File: src/rtl/imem_loader_pkg.sv
// rtl/imem_loader_pkg.sv - shared state encoding and stream-format constants for imem_loader
package imem_loader_pkg;

  typedef enum logic [2:0] {
    HDR_LO,
    HDR_HI,
    PAYLOAD,
    CHECK,
    DONE,
    ERROR
  } state_t;

  localparam int HDR_LEN = 2;
  localparam int CSUM_W  = 8;

endpackage

File: src/rtl/imem_loader_byte_packer.sv
// rtl/imem_loader_byte_packer.sv - little-endian byte-to-word packer with lane counter
module imem_loader_byte_packer (
  input  logic        clk,
  input  logic        rst_n,
  input  logic        clear,
  input  logic        byte_en,
  input  logic [7:0]  byte_in,
  output logic        word_valid,
  output logic [31:0] word
);

  logic [1:0]  lane;
  logic [23:0] shreg;

  // Earlier bytes shift down so the first byte of a word ends in the low lane.
  always_ff @(posedge clk or negedge rst_n) begin
    if (!rst_n) begin
      lane  <= 2'd0;
      shreg <= 24'd0;
    end else if (clear) begin
      lane  <= 2'd0;
      shreg <= 24'd0;
    end else if (byte_en) begin
      lane  <= lane + 2'd1;
      shreg <= {byte_in, shreg[23:8]};
    end
  end

  assign word_valid = byte_en && (lane == 2'd3);
  assign word       = {byte_in, shreg};

endmodule

File: src/rtl/imem_loader.sv
// rtl/imem_loader.sv - boot loader streaming a length-prefixed, checksummed image into IM
module imem_loader
  import imem_loader_pkg::*;
#(
  parameter int ADDR_WIDTH = 10
) (
  input  logic                  clk,
  input  logic                  reset,
  input  logic [7:0]            in_data,
  input  logic                  in_valid,
  output logic                  in_ready,
  input  logic                  start,
  output logic                  mem_we,
  output logic [ADDR_WIDTH-1:0] mem_addr,
  output logic [31:0]           mem_wdata,
  output logic                  proc_reset,
  output logic                  done,
  output logic                  error,
  output logic [ADDR_WIDTH-2:0] words_loaded
);

  localparam int MAX_WORDS = 1 << (ADDR_WIDTH - 2);
  localparam int LEN_W     = 8 * HDR_LEN;

  state_t state, state_nx;

  logic [7:0]        hdr_lo;
  logic [LEN_W-1:0]  n_words;
  logic [LEN_W-1:0]  n_hdr;
  logic [CSUM_W-1:0] csum;
  logic              accept;
  logic              pay_acc;
  logic              rearm;
  logic              word_valid;
  logic [31:0]       word;

  assign in_ready = (state == HDR_LO) || (state == HDR_HI) ||
                    (state == PAYLOAD) || (state == CHECK);
  assign accept   = in_valid && in_ready;
  assign pay_acc  = accept && (state == PAYLOAD);
  assign rearm    = start && ((state == DONE) || (state == ERROR));
  assign n_hdr    = {in_data, hdr_lo};

  imem_loader_byte_packer u_packer (
    .clk        (clk),
    .rst_n      (reset),
    .clear      (rearm),
    .byte_en    (pay_acc),
    .byte_in    (in_data),
    .word_valid (word_valid),
    .word       (word)
  );

  always_ff @(posedge clk or negedge reset) begin
    if (!reset) begin
      state <= HDR_LO;
    end else begin
      state <= state_nx;
    end
  end

  always_comb begin
    state_nx = state;
    case (state)
      HDR_LO: begin
        if (accept) state_nx = HDR_HI;
      end
      HDR_HI: begin
        if (accept) begin
          if (32'(n_hdr) > 32'(MAX_WORDS)) state_nx = ERROR;
          else if (n_hdr == '0)            state_nx = CHECK;
          else                             state_nx = PAYLOAD;
        end
      end
      PAYLOAD: begin
        // The final word is the one that brings the written count up to N.
        if (word_valid && ((32'(words_loaded) + 32'd1) == 32'(n_words)))
          state_nx = CHECK;
      end
      CHECK: begin
        if (accept) state_nx = (in_data == csum) ? DONE : ERROR;
      end
      DONE, ERROR: begin
        if (start) state_nx = HDR_LO;
      end
      default: state_nx = HDR_LO;
    endcase
  end

  always_ff @(posedge clk or negedge reset) begin
    if (!reset) begin
      hdr_lo       <= 8'd0;
      n_words      <= '0;
      csum         <= '0;
      words_loaded <= '0;
      mem_we       <= 1'b0;
      mem_addr     <= '0;
      mem_wdata    <= 32'd0;
    end else begin
      mem_we <= word_valid;
      if (rearm) begin
        words_loaded <= '0;
        csum         <= '0;
      end
      if (accept && (state == HDR_LO)) hdr_lo  <= in_data;
      if (accept && (state == HDR_HI)) n_words <= n_hdr;
      if (pay_acc) csum <= csum + in_data;
      if (word_valid) begin
        mem_addr     <= {words_loaded[ADDR_WIDTH-3:0], 2'b00};
        mem_wdata    <= word;
        words_loaded <= words_loaded + 1'b1;
      end
    end
  end

  assign done       = (state == DONE);
  assign error      = (state == ERROR);
  assign proc_reset = (state == DONE);

endmodule

File: config.mk
export PLATFORM = sky130hd
export DESIGN_NAME = imem_loader
export DESIGN_NICKNAME = d
export VERILOG_FILES = /design/src/rtl/imem_loader_pkg.sv /design/src/rtl/imem_loader_byte_packer.sv /design/src/rtl/imem_loader.sv
export SDC_FILE = /design/constraint.sdc
export NUM_CORES = 1
export LEC_CHECK = 0
export ABC_AREA = 1
export BUFFER_PORTS_ARGS = -buffer_cell sky130_fd_sc_hd__buf_2
export CAP_MARGIN = 30
export CORE_UTILIZATION = 61
export CTS_BUF_LIST = sky130_fd_sc_hd__clkbuf_8
export DETAILED_ROUTE_END_ITERATION = 12
export PLACE_DENSITY_LB_ADDON = 0.2
export SYNTH_ARGS = -nofsm -noshare
export SYNTH_HDL_FRONTEND = slang
export SYNTH_SLANG_ARGS = --single-unit
File: constraint.sdc
create_clock -name clk -period 2.9 [get_ports clk]
set_clock_uncertainty 0.05 [all_clocks]
set_input_delay 0.145 -clock clk [delete_from_list [all_inputs] [get_ports clk]]
set_output_delay 0.145 -clock clk [all_outputs]
set_load 0.1 [all_outputs]
Word level (Yosys, flattened, before mapping)
Index checks and enable logic that the tools add are counted.
- add/sub/neg operators: 4
- $mul: 0
- divide/modulo/power cells: 0
- order comparisons: 1
- equal/unequal tests: 13
- shift operators: 0
- muxes and demuxes: 17
- bitwise operators: 0
- reduce and logical (&&, ||, !) cells: 17
- operators by type and width (cell ; count):
    two-way mux 24 bit ; 2
    two-way mux 3 bit ; 6
    two-way mux 9 bit ; 2
    equality test 10 x 16 -> 1 bit ; 1
    greater-than comparator 16 x 9 -> 1 bit, second input constant ; 1
    logical NOT 16 bit ; 1
    two-way mux 8 bit ; 2
    one-hot mux 3 bit (5 select lines) ; 1
    adder 9 x 1 -> 10 bit, second input constant ; 1
    adder 9 x 1 -> 9 bit, second input constant ; 1
    adder 8 bit ; 1
    equality test 8 bit ; 1
    inequality test 2 bit, second input constant ; 4
    logical AND 1 bit ; 7
    equality test 3 x 2 -> 1 bit, second input constant ; 2
    equality test 3 bit, second input constant ; 2
    AND reduction 5 bit ; 1
    logical OR 1 bit ; 4
    two-way mux 2 bit ; 2
    nonzero test 2 bit ; 2
    equality test 3 x 1 -> 1 bit, second input constant ; 1
    logical NOT 3 bit ; 1
    adder 2 x 1 -> 2 bit, second input constant ; 1
    equality test 2 bit, second input constant ; 1
    other kinds (3) ; 4
- bits in registers: 111
- latch bits: 0
- RAM bits: 0
- bits in read-only memories: 0
- input port bits: 12
- output and inout port bits: 56
- memories kept: 0

Logic depth before layout (Yosys ltp)
- word-level depth: 10
- depth in mapped cells: 14
- mapped depth without buffers: 14

Modules after synthesis
Synthesis repeated with hierarchy kept, for this count alone.
- cells, all modules: 643
- area total of the unflattened synthesis: 5353.9 µm²
- by module, submodules not included (module ; times used ; cells each ; area an instance (µm²) ; sequential area each (µm²)):
    imem_loader ; 1 ; 518 ; 4088.9 ; 2127.0
    imem_loader_byte_packer ; 1 ; 125 ; 1265.0 ; 650.6

Worst setup path before layout
No wires, ideal clock.
- kind: reg2out
- start: register state[2]
- end: output port proc_reset
- data arrival time: 2.531 ns
- required time: 2.705 ns
- slack: 0.174 ns
- stages on the path, launching flop included: 4
- path through: dfrtp_1 > inv_2 > nor2_1 > buf_4
- cells in the longest elaborated chain, start to end: 1
- ends and longest elaborated chain (item ; line ; source):
    start, declared ; imem_loader.sv:25 ; state_t state, state_nx;
    start signal, assigned ; imem_loader.sv:58 ; state <= state_nx;
    equality test 3 bit ; -- ;
    end, declared ; imem_loader.sv:16 ; output logic proc_reset,
No other way between the ends.

Final worst setup path
- start: register state[0]
- end: register u_packer.shreg[8]
- cells in the longest elaborated chain, start to end: 7
- elaborated cells on any way between the ends: 15
- those cells by class: eq/ne: 5; mux: 1; reduce/logical: 9
- ends and longest elaborated chain (item ; line ; source):
    equality test 3 x 1 -> 1 bit or logical NOT 3 bit (tied branches) ; imem_loader.sv:37 ; assign in_ready = (state == HDR_LO) || (state == HDR_HI) ||
    logical OR 1 bit (2 in a row) ; imem_loader.sv:37 ;
    logical OR 1 bit ; imem_loader.sv:38 ; (state == PAYLOAD) || (state == CHECK);
    logical AND 1 bit ; imem_loader.sv:39 ; assign accept = in_valid && in_ready;
    logical AND 1 bit ; imem_loader.sv:40 ; assign pay_acc = accept && (state == PAYLOAD);
    nonzero test 2 bit (no line) ; -- ;
    end signal, assigned ; imem_loader_byte_packer.sv:25 ; shreg <= {byte_in, shreg[23:8]};
    end, declared ; imem_loader_byte_packer.sv:13 ; logic [23:0] shreg;
Parallel ways exist; a longest one is shown, timed or not.
A chain may end at the register's enable or synchronous reset.

==> out/summary.log <==
[worst_setup_path] required time of the worst setup path 3.07 ns
[worst_setup_path] crit-path max FO 24
[run] Max Cap Violations 0
[run_status] outcome completed
[sta] Least-Margin Pin Slew 0.875 ns
[detailed_routing] Iteration-0 DRC Markers 240
[sta] post-route fraction of the period consumed by the critical path 80.4%
[worst_setup_path] cell occurring most often along the worst timing path sky130_fd_sc_hd__nand2_1
[clock_tree] clock transition at the registers of the reported paths 0.10 ns
[clock_tree] number of levels the H-tree was split into 3
[final_layout] fill cell instance count of the final layout 616
[floorplanning] core region area 7770 um^2
[detailed_routing] routed len/inst 14.3 um
[floorplanning] starting density of the core 63.1%
[final_layout] fraction of final layout cells with drive strength greater than 1 15.5%
[final_layout] NumNets Final 624
[yosys] Yosys warnings 0
[pwr] power density over the cells 803 nW/um^2
[pwr] post-route total power 4.40 mW
[yosys] Synth cell types 36
[floorplanning] horizontal extent of the die 91.7 um
[clock_tree] maximum buffer depth of the clock tree 2
[placed_design] placer's final routability congestion estimate 0.855
[placed_design] estimated wirelength of the detail-placed design 7130 um
[detailed_routing] DRT antenna net count 0
[global_routing] initial antenna violation count 0
[sta] hold violation count in the final report 0
[global_routing] largest net degree at the start of global routing 71
[sta] clock period minus worst slack 2.33 ns
[floorplanning] standard-cell rows 32
[detailed_routing] drt first pass iters 5
[clock_tree] Worst-Skew Late Latency 0.37 ns
[placed_design] area of placed instances 5280 um^2
[sta] unrepaired setup endpoints after global routing no
[yosys] average instance area after synthesis 9.03 um^2
[detailed_routing] routed via count divided by cell count 5.46
[clock_tree] buffers inserted during post-CTS setup optimization 0
[sta] highest attainable clock frequency 429 MHz
[yosys] post-synthesis sequential area ratio 56.6%
[worst_setup_path] Slowest Stage Delay on Critical Path 0.72 ns
[pwr] Leak 2.83 nW
[clock_tree] number of buffers created by CTS 9
[worst_setup_path] slack of the worst reg-to-reg path 0.57 ns
[floorplanning] boundary pin count 68
[detailed_routing] final routed DRC violation total 0
[worst_setup_path] WP data arrival 2.50 ns
[sta] headroom to the max-slew limit 41.7%
[yosys] number of cells produced by synthesis 543
[final_layout] leading cell types in the layout, fill and taps excluded 124 x sky130_fd_sc_hd__nand2_1, 111 x sky130_fd_sc_hd__dfrtp_1, 71 x sky130_fd_sc_hd__inv_1
[global_routing] final global-route overflow total 0
[worst_setup_path] slowest stage cell on the critical path sky130_fd_sc_hd__nand2_1
[worst_setup_path] CP startpoint kind flip-flop
[worst_setup_path] Setup CP Type reg -> reg
[sta] final hold slack 0.0368 ns
[final_layout] post-route cell area 5480 um^2
[final_layout] Post-Route Utilization 70.5%
[sta] sum of negative setup slack 0 ns
[clock_tree] clock tree from TritonCTS built
[floorplanning] Chip Height 91.7 um
[final_layout] ANT cells 0
[clock_tree] total number of clock tree sinks 111
[placed_design] IO buf count 65
[final_layout] leading cell type in the layout, fill and taps excluded sky130_fd_sc_hd__nand2_1
[worst_setup_path] Critical Path End Type flip-flop
[detailed_routing] Vias 3872
[worst_setup_path] critical path, cell by cell nor2_1, inv_1, a21oi_1, nand2_1, nand2_1, o22ai_1
[global_routing] vias in the first global route 3702
[yosys] Synth Register Bits 111
[global_routing] overall fraction of global-route tracks in use 26.5%
[final_layout] synth-to-layout area growth 11.7%
[clock_tree] Clock Tree Root sky130_fd_sc_hd__clkbuf_8
[yosys] Netlist Area Pre-Place 4900 um^2
[hold_path] path class of the lowest-slack min-delay path in -> reg
[sta] Setup Viol. Count Final 0
[global_routing] wire length of the first global-routing pass 17400 um
[pwr] Worst VDD drop 0.000408 V
[floorplanning] Die Area 8400 um^2
[detailed_routing] total detailed-routing wirelength 10200 um
[sta] total count of max-transition violations in the final report 0
final cells by class:
type	instances	area, um^2	area share [%]
Multi-Input combinational cell	337	1740	31.7
Tap cell	102	128	2.33
Timing Repair Buffer	70	383	6.99
Clock buffer	9	124	2.26
Clock inverter	7	57.6	1.05
Sequential cell	111	2780	50.7
Inverter	73	274	5.00
registers in the layout, indices dropped and copies added, names as in the netlist:
register,flops
csum,8
hdr_lo,8
mem_addr,8
mem_wdata,32
mem_we,1
n_words,16
state,3
u_packer.lane,2
u_packer.shreg,24
words_loaded,9
synthesized netlist by cell type, drive strengths merged:
library cell | count | area, um^2
nand3b | 3 | 22.5
nand3 | 30 | 163
clkbuf | 13 | 48.8
dfrtp | 111 | 2780
o21a | 1 | 7.51
nand2 | 125 | 472
o21ai | 71 | 355
mux2 | 1 | 11.3
nor2 | 29 | 126
xnor2 | 3 | 26.3
o211ai | 2 | 15.0
o31ai | 2 | 15.0
o21bai | 1 | 7.51
xnor3 | 1 | 22.5
xor2 | 2 | 17.5
nor4 | 3 | 18.8
inv | 73 | 274
o22ai | 33 | 206
conb | 1 | 3.75
a21oi | 9 | 45.0
ha | 9 | 113
o2111ai | 1 | 8.76
buf | 10 | 71.3
or2 | 1 | 6.26
nand4 | 6 | 43.8
nor3 | 1 | 5.00
fa | 1 | 20.0
worst max-delay path: cells and delay by family, from the launching register on:
kind	cells	cell delay (ns)
AO/OA/AOI/OAI	2	0.32
buffers and inverters	1	0.07
flip-flops	1	0.47
AND/OR/NAND/NOR	3	1.25
per-layer routing:
layer	wire length, um	global-route usage, %
met5	0	0
met4	178	10.4
met3	473	3.98
met2	4830	41.7
met1	4680	37.6
cells by family after synthesis:
kind of cell / Yosys count / synth area share, %
adder cells (fa/ha/maj): 10 / 2.70
AO/OA/AOI/OAI: 120 / 13.5
other: 1 / 0.0765
flip-flops: 111 / 56.6
buffers and inverters: 96 / 8.04
multiplexers: 1 / 0.230
XOR/XNOR: 6 / 1.35
AND/OR/NAND/NOR: 198 / 17.5
path summary, 6_finish.rpt:
kind	start	to	depth (start not counted)
max	state[0]	u_packer.shreg[8]	6
min	in_valid	mem_we	3
max reg2reg	state[0]	u_packer.shreg[8]	6
min reg2reg	mem_wdata[21]	mem_wdata[21]	2
max in group asynchronous	reset	mem_wdata[8]	3
min in group asynchronous	reset	mem_addr[3]	2
power by group:
group	internal, mW	total (mW)	switching [mW]
sequential	1.90	2.09	0.197
combinational	0.430	1.44	1.01
clock	0.325	0.868	0.543
per-stage QoR:
step / setup slack [ns] / cells
2_1_floorplan: 0.174 / 544
5_1_grt: 0.451 / 709
3_5_place_dp: 0.620 / 691
3_3_place_gp: 0.784 / 691
6_report: 0.568 / 709
4_1_cts: 0.625 / 709
repair_timing:
item	CTS	global route
endpoints found under the hold margin	70	0
resized for setup	0	0
hold buffers	2	0
No activity file was read; power rests on OpenSTA's default activity.
